$ cat config.mk
export PLATFORM = sky130hd
export DESIGN_NAME = adc_frame_scheduler
export DESIGN_NICKNAME = d
export VERILOG_FILES = /design/src/rtl/adc_frame_scheduler_pkg.sv /design/src/rtl/adc_frame_scheduler_sample_tick_gen.sv /design/src/rtl/adc_frame_scheduler.sv
export SDC_FILE = /design/constraint.sdc
export NUM_CORES = 1
export LEC_CHECK = 0
export CAP_MARGIN = 30
export CORE_ASPECT_RATIO = 0.8
export CORE_MARGIN = 3
export CORE_UTILIZATION = 38
export DETAILED_ROUTE_END_ITERATION = 10
export PLACE_DENSITY = 0.67
export SYNTH_ARGS = -nofsm -noshare
export SYNTH_HDL_FRONTEND = slang
export SYNTH_SLANG_ARGS = --single-unit
$ cat constraint.sdc
create_clock -name CLOCK -period 1.7 [get_ports CLOCK]
set_input_delay 0.51 -clock CLOCK [delete_from_list [all_inputs] [get_ports CLOCK]]
set_output_delay 0.51 -clock CLOCK [all_outputs]
set_load 0.005 [all_outputs]
$ cat src/rtl/adc_frame_scheduler_pkg.sv
// adc_frame_scheduler_pkg
//   Shared definitions for the ADC frame scheduler: default parameter
//   values and the encoding of the acquisition FSM states.
package adc_frame_scheduler_pkg;

  localparam int FRAME_LEN_DEF  = 64;    // samples per FFT frame
  localparam int SAMPLE_DIV_DEF = 1000;  // clock cycles per sample period
  localparam int DATA_W_DEF     = 16;    // ADC sample width

  typedef enum logic [1:0] {
    ST_IDLE      = 2'd0,
    ST_WAIT_TICK = 2'd1,
    ST_CONVERT   = 2'd2,
    ST_STORE     = 2'd3
  } state_t;

endpackage

$ cat src/rtl/adc_frame_scheduler_sample_tick_gen.sv
// sample_tick_gen
//   Sample-period counter. Counts 0..SAMPLE_DIV-1 while enable is high and
//   wraps; held at 0 while enable is low. tick is high while the count sits
//   at its last value, i.e. once per sample period.
// Ports:
//   clk    in  system clock (rising edge)
//   rst    in  synchronous active-high reset
//   enable in  run the counter
//   tick   out one cycle per SAMPLE_DIV cycles (decoded from the count flop)
module sample_tick_gen
  import adc_frame_scheduler_pkg::*;
#(
  parameter int SAMPLE_DIV = SAMPLE_DIV_DEF
) (
  input  logic clk,
  input  logic rst,
  input  logic enable,
  output logic tick
);

  localparam int CW = $clog2(SAMPLE_DIV);
  localparam logic [CW-1:0] LAST = CW'(SAMPLE_DIV - 1);

  logic [CW-1:0] count_q;
  logic [CW-1:0] count_d;

  always_comb begin
    count_d = count_q;
    if (!enable) begin
      count_d = '0;
    end else if (count_q == LAST) begin
      count_d = '0;
    end else begin
      count_d = count_q + 1'b1;
    end
  end

  always_ff @(posedge clk) begin
    if (rst) begin
      count_q <= '0;
    end else begin
      count_q <= count_d;
    end
  end

  assign tick = (count_q == LAST);

endmodule

$ cat src/rtl/adc_frame_scheduler.sv
// adc_frame_scheduler
//   Periodically requests ADC conversions, writes each returned sample into
//   a ping-pong frame buffer and publishes completed banks to the FFT.
//
// Handshakes (all single-cycle strobes, no back-pressure):
//   ADC_START -> ADC reader; ADC_DV/ADC_DATA <- reader, accepted only in
//   CONVERT. FRAME_READY/FRAME_BANK are a level held until a FRAME_ACK
//   pulse arrives while FRAME_READY is high; an ACK in the same cycle as a
//   frame completion is applied first, so the new frame is published.
//
// Ports:
//   CLOCK, RESET        clock, synchronous active-high reset
//   ENABLE              run periodic acquisition
//   ADC_START           one-cycle conversion request
//   ADC_DATA, ADC_DV    sample and its valid strobe
//   WR_EN/BANK/ADDR/DATA frame-buffer write port
//   FRAME_READY/BANK    completed bank waiting for the FFT
//   FRAME_ACK           FFT has consumed FRAME_BANK
//   OVERRUN             sticky: missed tick or unacknowledged frame overwritten
//   DBG_STATE           current FSM state (debug)
//   Every output is a flop or a decode of flops only.
module adc_frame_scheduler
  import adc_frame_scheduler_pkg::*;
#(
  parameter int FRAME_LEN  = FRAME_LEN_DEF,
  parameter int SAMPLE_DIV = SAMPLE_DIV_DEF,
  parameter int DATA_W     = DATA_W_DEF,
  localparam int AW        = $clog2(FRAME_LEN)
) (
  input  logic              CLOCK,
  input  logic              RESET,
  input  logic              ENABLE,
  output logic              ADC_START,
  input  logic [DATA_W-1:0] ADC_DATA,
  input  logic              ADC_DV,
  output logic              WR_EN,
  output logic              WR_BANK,
  output logic [AW-1:0]     WR_ADDR,
  output logic [DATA_W-1:0] WR_DATA,
  output logic              FRAME_READY,
  output logic              FRAME_BANK,
  input  logic              FRAME_ACK,
  output logic              OVERRUN,
  output logic [1:0]        DBG_STATE
);

  localparam logic [AW-1:0] LAST_ADDR = AW'(FRAME_LEN - 1);

  logic tick;

  sample_tick_gen #(
    .SAMPLE_DIV(SAMPLE_DIV)
  ) u_tick (
    .clk   (CLOCK),
    .rst   (RESET),
    .enable(ENABLE),
    .tick  (tick)
  );

  state_t              state_q, state_d;
  logic                start_q, start_d;
  logic                wr_bank_q, wr_bank_d;
  logic [AW-1:0]       wr_addr_q, wr_addr_d;
  logic [DATA_W-1:0]   wr_data_q, wr_data_d;
  logic                ready_q, ready_d;
  logic                frame_bank_q, frame_bank_d;
  logic                overrun_q, overrun_d;

  always_comb begin
    state_d      = state_q;
    start_d      = 1'b0;
    wr_bank_d    = wr_bank_q;
    wr_addr_d    = wr_addr_q;
    wr_data_d    = wr_data_q;
    ready_d      = ready_q;
    frame_bank_d = frame_bank_q;
    overrun_d    = overrun_q;

    // ACK is applied before any completion in the same cycle.
    if (FRAME_ACK && ready_q) begin
      ready_d = 1'b0;
    end

    case (state_q)
      ST_IDLE: begin
        if (ENABLE) begin
          state_d = ST_WAIT_TICK;
        end
      end

      ST_WAIT_TICK: begin
        if (!ENABLE) begin
          state_d   = ST_IDLE;
          wr_addr_d = '0;
        end else if (tick) begin
          start_d = 1'b1;
          state_d = ST_CONVERT;
        end
      end

      ST_CONVERT: begin
        // A tick here cannot be serviced: flag it, do not re-request.
        if (tick) begin
          overrun_d = 1'b1;
        end
        if (ADC_DV) begin
          wr_data_d = ADC_DATA;
          state_d   = ST_STORE;
        end
      end

      ST_STORE: begin
        if (tick) begin
          overrun_d = 1'b1;
        end
        // FRAME_LEN is a power of two, so the increment wraps on its own.
        wr_addr_d = wr_addr_q + 1'b1;
        if (wr_addr_q == LAST_ADDR) begin
          if (ready_q && !FRAME_ACK) begin
            // FFT still owns the previous frame: rewrite the same bank.
            overrun_d = 1'b1;
          end else begin
            ready_d      = 1'b1;
            frame_bank_d = wr_bank_q;
            wr_bank_d    = ~wr_bank_q;
          end
        end
        if (ENABLE) begin
          state_d = ST_WAIT_TICK;
        end else begin
          // Leaving acquisition discards the partial frame.
          state_d   = ST_IDLE;
          wr_addr_d = '0;
        end
      end

      default: begin
        state_d = ST_IDLE;
      end
    endcase
  end

  always_ff @(posedge CLOCK) begin
    if (RESET) begin
      state_q      <= ST_IDLE;
      start_q      <= 1'b0;
      wr_bank_q    <= 1'b0;
      wr_addr_q    <= '0;
      wr_data_q    <= '0;
      ready_q      <= 1'b0;
      frame_bank_q <= 1'b0;
      overrun_q    <= 1'b0;
    end else begin
      state_q      <= state_d;
      start_q      <= start_d;
      wr_bank_q    <= wr_bank_d;
      wr_addr_q    <= wr_addr_d;
      wr_data_q    <= wr_data_d;
      ready_q      <= ready_d;
      frame_bank_q <= frame_bank_d;
      overrun_q    <= overrun_d;
    end
  end

  assign ADC_START   = start_q;
  assign WR_EN       = (state_q == ST_STORE);
  assign WR_BANK     = wr_bank_q;
  assign WR_ADDR     = wr_addr_q;
  assign WR_DATA     = wr_data_q;
  assign FRAME_READY = ready_q;
  assign FRAME_BANK  = frame_bank_q;
  assign OVERRUN     = overrun_q;
  assign DBG_STATE   = state_q;

endmodule

After elaboration in Yosys (flattened, before gate mapping)

Cells that the tools add are included.
W data, S select, Z words.

Memory bits (read-only): 0
Bits in writable memories: 0
Memories: 0
Bits in latches: 0
Flip-flop bits (word level): 39
Output and inout port bits: 30

Bitwise operators: 4
Reduce and logical (&&, ||, !) cells: 12
Add/subtract/negate cells: 2
Order comparisons: 0
Shift-type cells: 0
Multipliers: 0
Divide/modulo/power cells: 0
Muxes and demuxes: 18
Equality and inequality tests: 9

Operators with widths:

| kind                    | number |
|---|---|
| $mux W6                 | 2 |
| $pmux W6 S2             | 1 |
| $add A10 B1 Y10 const B | 1 |
| $eq A10 B10 Y1 const B  | 1 |
| $mux W1                 | 9 |
| $mux W2                 | 4 |
| $pmux W2 S4             | 1 |
| $add A6 B1 Y6 const B   | 1 |
| $eq A6 B6 Y1 const B    | 1 |
| $ne A2 B2 Y1 const B    | 3 |
| $reduce_and A3 Y1       | 2 |
| $reduce_or A3 Y1        | 2 |
| $eq A2 B2 Y1 const B    | 2 |
| $not A1 Y1              | 4 |
| $reduce_and A2 Y1       | 2 |
| $reduce_bool A2 Y1      | 2 |
| $ne A3 B3 Y1 const B    | 1 |
| $eq A2 B1 Y1 const B    | 1 |
| $logic_and A1 B1 Y1     | 2 |
| $logic_not A2 Y1        | 1 |
| $pmux W1 S2             | 1 |
| $logic_not A1 Y1        | 1 |

Depth between registers and ports, before layout

Gate-level depths: netlist (run 1).

Depth in word-level cells: 5
Depth in mapped cells: 6
Depth with buffers taken out: 4

By module

Synthesis (run 1) repeated with hierarchy kept, for this count alone.

Cell total of the unflattened synthesis: 194
Area total of the unflattened synthesis: 1647.8 um^2

By module, submodules not included:

| module              | times used | area an instance (um^2) | cells each |
|---|---|---|---|
| adc_frame_scheduler | 1          | 1192.4                  | 143 |
| sample_tick_gen     | 1          | 455.4                   | 51 |

Least setup slack after synthesis (run 1)

OpenSTA, ideal clock, no wires.

Kind: input-to-reg
From: input ENABLE
To: register wr_addr_q[5] (netlist: WR_ADDR[5])
Stages: 4
Path buffers: 1
Setup slack: 0.272 ns
Arrival: 1.358 ns
Data required time: 1.630 ns
Library setup time: 0.070 ns
Path through: buf_2 > nand2_1 > or4_1 > a21oi_1

Word-level cells in the longest chain between the ends: 2
Elaborated cells on any way between the ends: 4
Those cells by class: 1 x eq/ne; 2 x mux; 1 x reduce/logical

RTL lines:

| item                                                    | RTL line                   | RTL |
|---|---|---|
| start, declared                                         | adc_frame_scheduler.sv:32  | `input logic ENABLE,` |
| $mux W6 / $ne A2 B2 Y1 (equally long branches)          | n/a                        |  |
| $pmux W6 S2 / $reduce_and A2 Y1 (equally long branches) | n/a                        |  |
| end signal, assigned                                    | adc_frame_scheduler.sv:157 | `wr_addr_q <= wr_addr_d;` |
| end, declared                                           | adc_frame_scheduler.sv:63  | `logic [AW-1:0] wr_addr_q, wr_addr_d;` |

Parallel ways exist; a longest one is shown, timed or not.
A chain may end at the register's enable or synchronous reset.

Final worst setup path (run 1)

From: register wr_data_q[9] (netlist: WR_DATA[9])
To: output WR_DATA[9]

RTL lines:

| item                   | RTL line                   | RTL |
|---|---|---|
| start, declared        | adc_frame_scheduler.sv:64  | `logic [DATA_W-1:0] wr_data_q, wr_data_d;` |
| start signal, assigned | adc_frame_scheduler.sv:158 | `wr_data_q <= wr_data_d;` |
| end, declared          | adc_frame_scheduler.sv:39  | `output logic [DATA_W-1:0] WR_DATA,` |

No word-level cell between the ends.

==> results of run 1 <==
## stage by stage
step	area, sq um	power (uW)
2_1_floorplan	1630	976
3_3_place_gp	2240	1040
3_5_place_dp	2240	1040
4_1_cts	2390	1830
5_1_grt	2420	1870
6_report	2420	1810
## worst paths after layout
| path | from | to | slack (ns) |
|---|---|---|---|
| setup / recovery | WR_DATA[9] | WR_DATA[9] | 0.04 |
| hold / removal | WR_DATA[13] | WR_DATA[13] | 0.45 |
| setup reg to reg | u_tick.count_q[0] | u_tick.count_q[4] | 0.22 |
| hold reg to reg | WR_DATA[13] | WR_DATA[13] | 0.45 |
## area by class of cell
type,count,area share
Multi-Input combinational cell,139,0.324
Inverter,5,0.00777
Timing Repair Buffer,64,0.259
Clock inverter,2,0.0145
Clock buffer,6,0.0342
Tap cell,55,0.0285
Sequential cell,39,0.332
## cell usage after synthesis, types with 3 or more instances
library cell  instances  share of area
a21oi_1              27          0.083
o21ai_0               7          0.021
nor2_1                7          0.016
or4_1                 5          0.023
nand4_1               4          0.015
or3_1                 4          0.015
nand3b_1              3          0.014
nand2b_1              6          0.023
nand2_1              38          0.087
buf_2                 7          0.021
nand3_1               7          0.021
clkbuf_1              3         0.0069
inv_1                 5          0.012
dfxtp_1              39           0.48
## tightest hold or removal path, cell delays in order, from the launching register on
cell	delay, ns
dfxtp_1	0.31
nand2_1	0.05
a21oi_1	0.05
## cell families (layout without fill, tap and decap cells)
kind of cell    count (synthesis)  in the layout  share of synthesized area
compound gates                 45             45                      0.160
flops                          39             39                      0.479
mux                             1              1                    0.00614
buf+inv                        16             77                     0.0422
fa+ha+maj                       2              2                     0.0153
simple gates                   88             88                      0.282
xor+xnor                        3              3                     0.0161
## state kept, by name, indices dropped and copies added (netlist names), named ones only
signal,cells
OVERRUN,1
DBG_STATE,1
WR_ADDR,6
FRAME_BANK,1
WR_DATA,16
ADC_START,1
u_tick.count_q,10
WR_BANK,1
FRAME_READY,1
## report_power, final
group	leakage, uW	internal (uW)	switching, uW
Sequential	0.000320	910	2.99
Clock	0.0000612	475	314
Combinational	0.000527	63.5	40.8
Total	0.000909	1450	357
## metal layers
layer / wire (microns) / up-vias / part of all wire
met5: 0 / - / 0
met4: 8 / 0 / 0.0021
met3: 241 / 2 / 0.062
met2: 1790 / 33 / 0.46
met1: 1840 / 698 / 0.47
li1: - / 805 / -
## repair_timing
item,in CTS,in global routing
resized for setup,21,4
setup endpoints to repair,9,6
pin swaps,0,0
setup buffers,2,2
==> impl_results.md, run 1 <==
* Run status: completed
* TritonCTS clock tree: built
* Most frequent cells in the layout: clkdlybuf4s50_1, nand2_1, dfxtp_1, a21oi_1, buf_4
* Initial antenna violation count at 0
* Core area at 3950 sq um
* GR peak layer: met2
* Worst path required time at 1.19 ns
* CP peak stage delay at 0.51 ns
* DP Wirelength at 2.85 mm
* Worst hold stages at 2
* Vias in the first global route at 1359
* H-tree levels at 2
* CP Depth at 1
* # DRC at 0
* Max Clock Skew at 0.00599 ns
* Mean post-synth cell area at 8.40 sq um
* Die Y at 64.6 microns
* Clock tree buffer depth at 2
* Power Density at 747 nW/um^2
* Worst skew pair latency at 0.29 ns
* #FFs+latches synth at 39
* DIE WIDTH at 79.2 microns
* I/O Buffers at 50
* Post-layout util at 0.611
* Largest net degree at the start of global routing at 19
* Nets at 277
* WP buf/inv at 1
* Share of layout cells above drive strength 1 at 0.129
* First-pass GRT wire length at 6.40 mm
* Final worst setup slack at 0.0440 ns
* Finish-stage setup viols at 0
* Hold crit path type: flip-flop to flip-flop
* Critical path capture point type: output pin
* Starting density of the core at 0.412
* Final wirelength at 3.88 mm
* EDFF count, synth at 0
* Rows at 20
* Period Utilization, post-route at 0.974
* Met2 Usage GRT at 0.250
* Setup WS pre-CTS at -0.172 ns
* Dpl cells at 298
* Startpoint class of the critical path: flip-flop
* R2R cell count at 4
* Yosys cell types at 38
* Setup tns final at 0 ns
* ANT nets after route at 0
* First-pass iteration count of the detailed router at 4
* P_leak at 0.000909 uW
* Register area share after synthesis at 0.479
* GR Overflow Total at 0
* Pins Over Slew Limit at 0
* Type of the worst setup path: flip-flop to output pin
* DR WL/cell at 12.5 microns
* Worst-Margin Slew at 0.419 ns
* Syn nets at 217
* Commonest non-fill, non-tap cell in the layout: clkdlybuf4s50_1
* Fill count at 382
* Fmax at 604 MHz
* Cell chain of the critical path: clkdlybuf4s50_1
* P&R area growth vs syn at 48.2%
* Top Family by Delay on Critical Path: buffers and inverters
* Max-slew headroom at 0.721
* Clk sinks at 39
* FF+latch area at 802 sq um
* RSZ-0062 raised after global routing: no
* Syn Inst Count at 194
* Die ar. at 5120 sq um
* Peak supply drop at 0.627 mV
* M3 GR Usage at 0.0556
* DR vias/cell at 4.96
* Critical path fanouts, max at 2
* Root buf cell: clkbuf_8
* Cell area after synthesis at 1630 sq um
* GP Congestion at 0.785
* Arr. time, crit path at 1.15 ns
* Asr flop ratio synth at 0
* Top_reg_cell synth: dfxtp_1
* Crit-path slowest cell: clkdlybuf4s50_1
* N_diodes at 0
* Cts hold-fix bufs at 0
* Multi-input logic area at 783 sq um
* Met1 Use GR at 0.205
* Max-cap violation count at 0
* Initial DRC count at 43
* Minimum clock period at 1.66 ns
* Yosys warning count at 0
* CTS buffer count at 5
* Hold_ws at 0.454 ns
* Via count at 1538
* Total track usage at 0.158
* Endpoints failing hold at 0
* Ports at 51
* Final Non-Filler Cells at 310
* Clk slew on worst S/H paths at 0.08 ns
(Power assumes the default switching activity.)
==> run 2: changes to the inputs <==
--- a/config.mk
+++ b/config.mk
@@ -5,6 +5,7 @@
 export SDC_FILE = /design/constraint.sdc
 export NUM_CORES = 1
 export LEC_CHECK = 0
+export ABC_AREA = 0
 export CAP_MARGIN = 30
 export CORE_ASPECT_RATIO = 0.8
 export CORE_MARGIN = 3
==> results of run 2 <==
The final DEF is identical to that of run 1; final timing and power are the same.
==> run 3: changes to the inputs <==
--- a/config.mk
+++ b/config.mk
@@ -6,12 +6,13 @@
 export NUM_CORES = 1
 export LEC_CHECK = 0
 export ABC_AREA = 0
-export CAP_MARGIN = 30
+export CAP_MARGIN = 10
 export CORE_ASPECT_RATIO = 0.8
 export CORE_MARGIN = 3
 export CORE_UTILIZATION = 38
 export DETAILED_ROUTE_END_ITERATION = 10
 export PLACE_DENSITY = 0.67
+export SKIP_CTS_REPAIR_TIMING = 1
 export SYNTH_ARGS = -nofsm -noshare
 export SYNTH_HDL_FRONTEND = slang
 export SYNTH_SLANG_ARGS = --single-unit
==> impl_results.md, run 3 (synthesized netlist as in run 1, its figures left out) <==
* Commonest non-fill, non-tap cell in the layout: clkdlybuf4s50_1
* Endpoints failing hold at 0
* Crit-path slowest cell: clkdlybuf4s50_1
* Die Y at 64.6 microns
* Hold_ws at 0.455 ns
* DR vias/cell at 5.05
* WP buf/inv at 1
* R2r startpoint: u_tick.count_q[0]
* Fill count at 374
* Worst hold stages at 2
* Pins Over Slew Limit at 0
* First-pass iteration count of the detailed router at 4
* Cell chain of the critical path: clkdlybuf4s50_1
* R2R Path End: u_tick.count_q[4]
* Vias in the first global route at 1337
* Max-cap violation count at 0
* Clk slew on worst S/H paths at 0.08 ns
* Type of the worst setup path: flip-flop to output pin
* P_leak at 0.00101 uW
* I/O Buffers at 50
* Power Density at 738 nW/um^2
* Initial DRC count at 58
* Final wirelength at 3.93 mm
* Multi-input logic area at 783 sq um
* Run status: completed
* Worst hold start: WR_DATA[8]
* Startpoint class of the critical path: flip-flop
* Max Clock Skew at 0.00504 ns
* Initial antenna violation count at 0
* Worst-Margin Slew at 0.418 ns
* Core area at 3950 sq um
* Clk sinks at 39
* Most frequent cells in the layout: clkdlybuf4s50_1, nand2_1, dfxtp_1, a21oi_1, buf_4
* DIE WIDTH at 79.2 microns
* Critical path fanouts, max at 4
* Worst skew pair latency at 0.29 ns
* Die ar. at 5120 sq um
* DP Wirelength at 2.85 mm
* Post-layout util at 0.619
* Via count at 1572
* CTS buffer count at 5
* Max-slew headroom at 0.722
* Fmax at 603 MHz
* Critical path capture point type: output pin
* Final worst setup slack at 0.0410 ns
* H-tree levels at 2
* TritonCTS clock tree: built
* Largest net degree at the start of global routing at 19
* # DRC at 0
* CP peak stage delay at 0.50 ns
* Setup WS pre-CTS at -0.172 ns
* Worst path required time at 1.19 ns
* DR WL/cell at 12.6 microns
* GR Overflow Total at 0
* Max reg flops at 16
* Total track usage at 0.156
* ANT nets after route at 0
* P&R area growth vs syn at 50.2%
* Nets at 278
* Top Family by Delay on Critical Path: buffers and inverters
* Peak supply drop at 0.627 mV
* Period Utilization, post-route at 0.976
* R2R cell count at 4
* Finish-stage setup viols at 0
* Arr. time, crit path at 1.15 ns
* First-pass GRT wire length at 6.30 mm
* Rows at 20
* Hold endpoint: WR_DATA[8]
* N_diodes at 0
* FF+latch area at 802 sq um
* Hold crit path type: flip-flop to flip-flop
* Share of layout cells above drive strength 1 at 0.133
* GP Congestion at 0.785
* Starting density of the core at 0.412
* Clock tree buffer depth at 2
* Reg2reg setup slack at 0.22 ns
* Minimum clock period at 1.66 ns
* Ports at 51
* Root buf cell: clkbuf_8
[run 3: layout make-up]
type                       instances  area share
clock buffer                       6      0.0337
clock inverter                     2      0.0143
inverter                           5     0.00766
multi-input combinational        139       0.320
sequential                        39       0.328
tap                               55      0.0281
timing repair buffer              65       0.269
[run 3: how the worst max path moves through the flow]
stage	to	slack, ns	start	depth (start not counted)
after floorplan	WR_ADDR[5]	0.27	ENABLE	4
after global routing	OVERRUN	-0.0002	OVERRUN	1
after global placement	WR_ADDR[5]	-0.14	ENABLE	4
after detailed placement	WR_ADDR[5]	-0.17	ENABLE	4
final	WR_ADDR[5]	0.04	WR_ADDR[5]	1
after CTS	WR_EN	-0.18	flip-flop	2
[run 3: layer usage]
layer / track usage / share of wire
met5: 0 / 0
met4: 0.0386 / 0.011
met3: 0.0556 / 0.065
met2: 0.241 / 0.45
met1: 0.206 / 0.47
[run 3: report_power, final]
group          switching (uW)  internal (uW)
clock network             315            475
registers                2.94            910
logic                    41.0           64.0
[run 3: through the flow]
stage	instances	total power, uW	area, sq um	setup TNS [ns]
2_1_floorplan	194	976	1630	0
3_3_place_gp	298	1040	2240	-1.50
3_5_place_dp	298	1040	2240	-1.80
4_1_cts	306	1830	2350	-0.844
5_1_grt	311	1880	2450	-0.000226
6_report	311	1810	2450	0
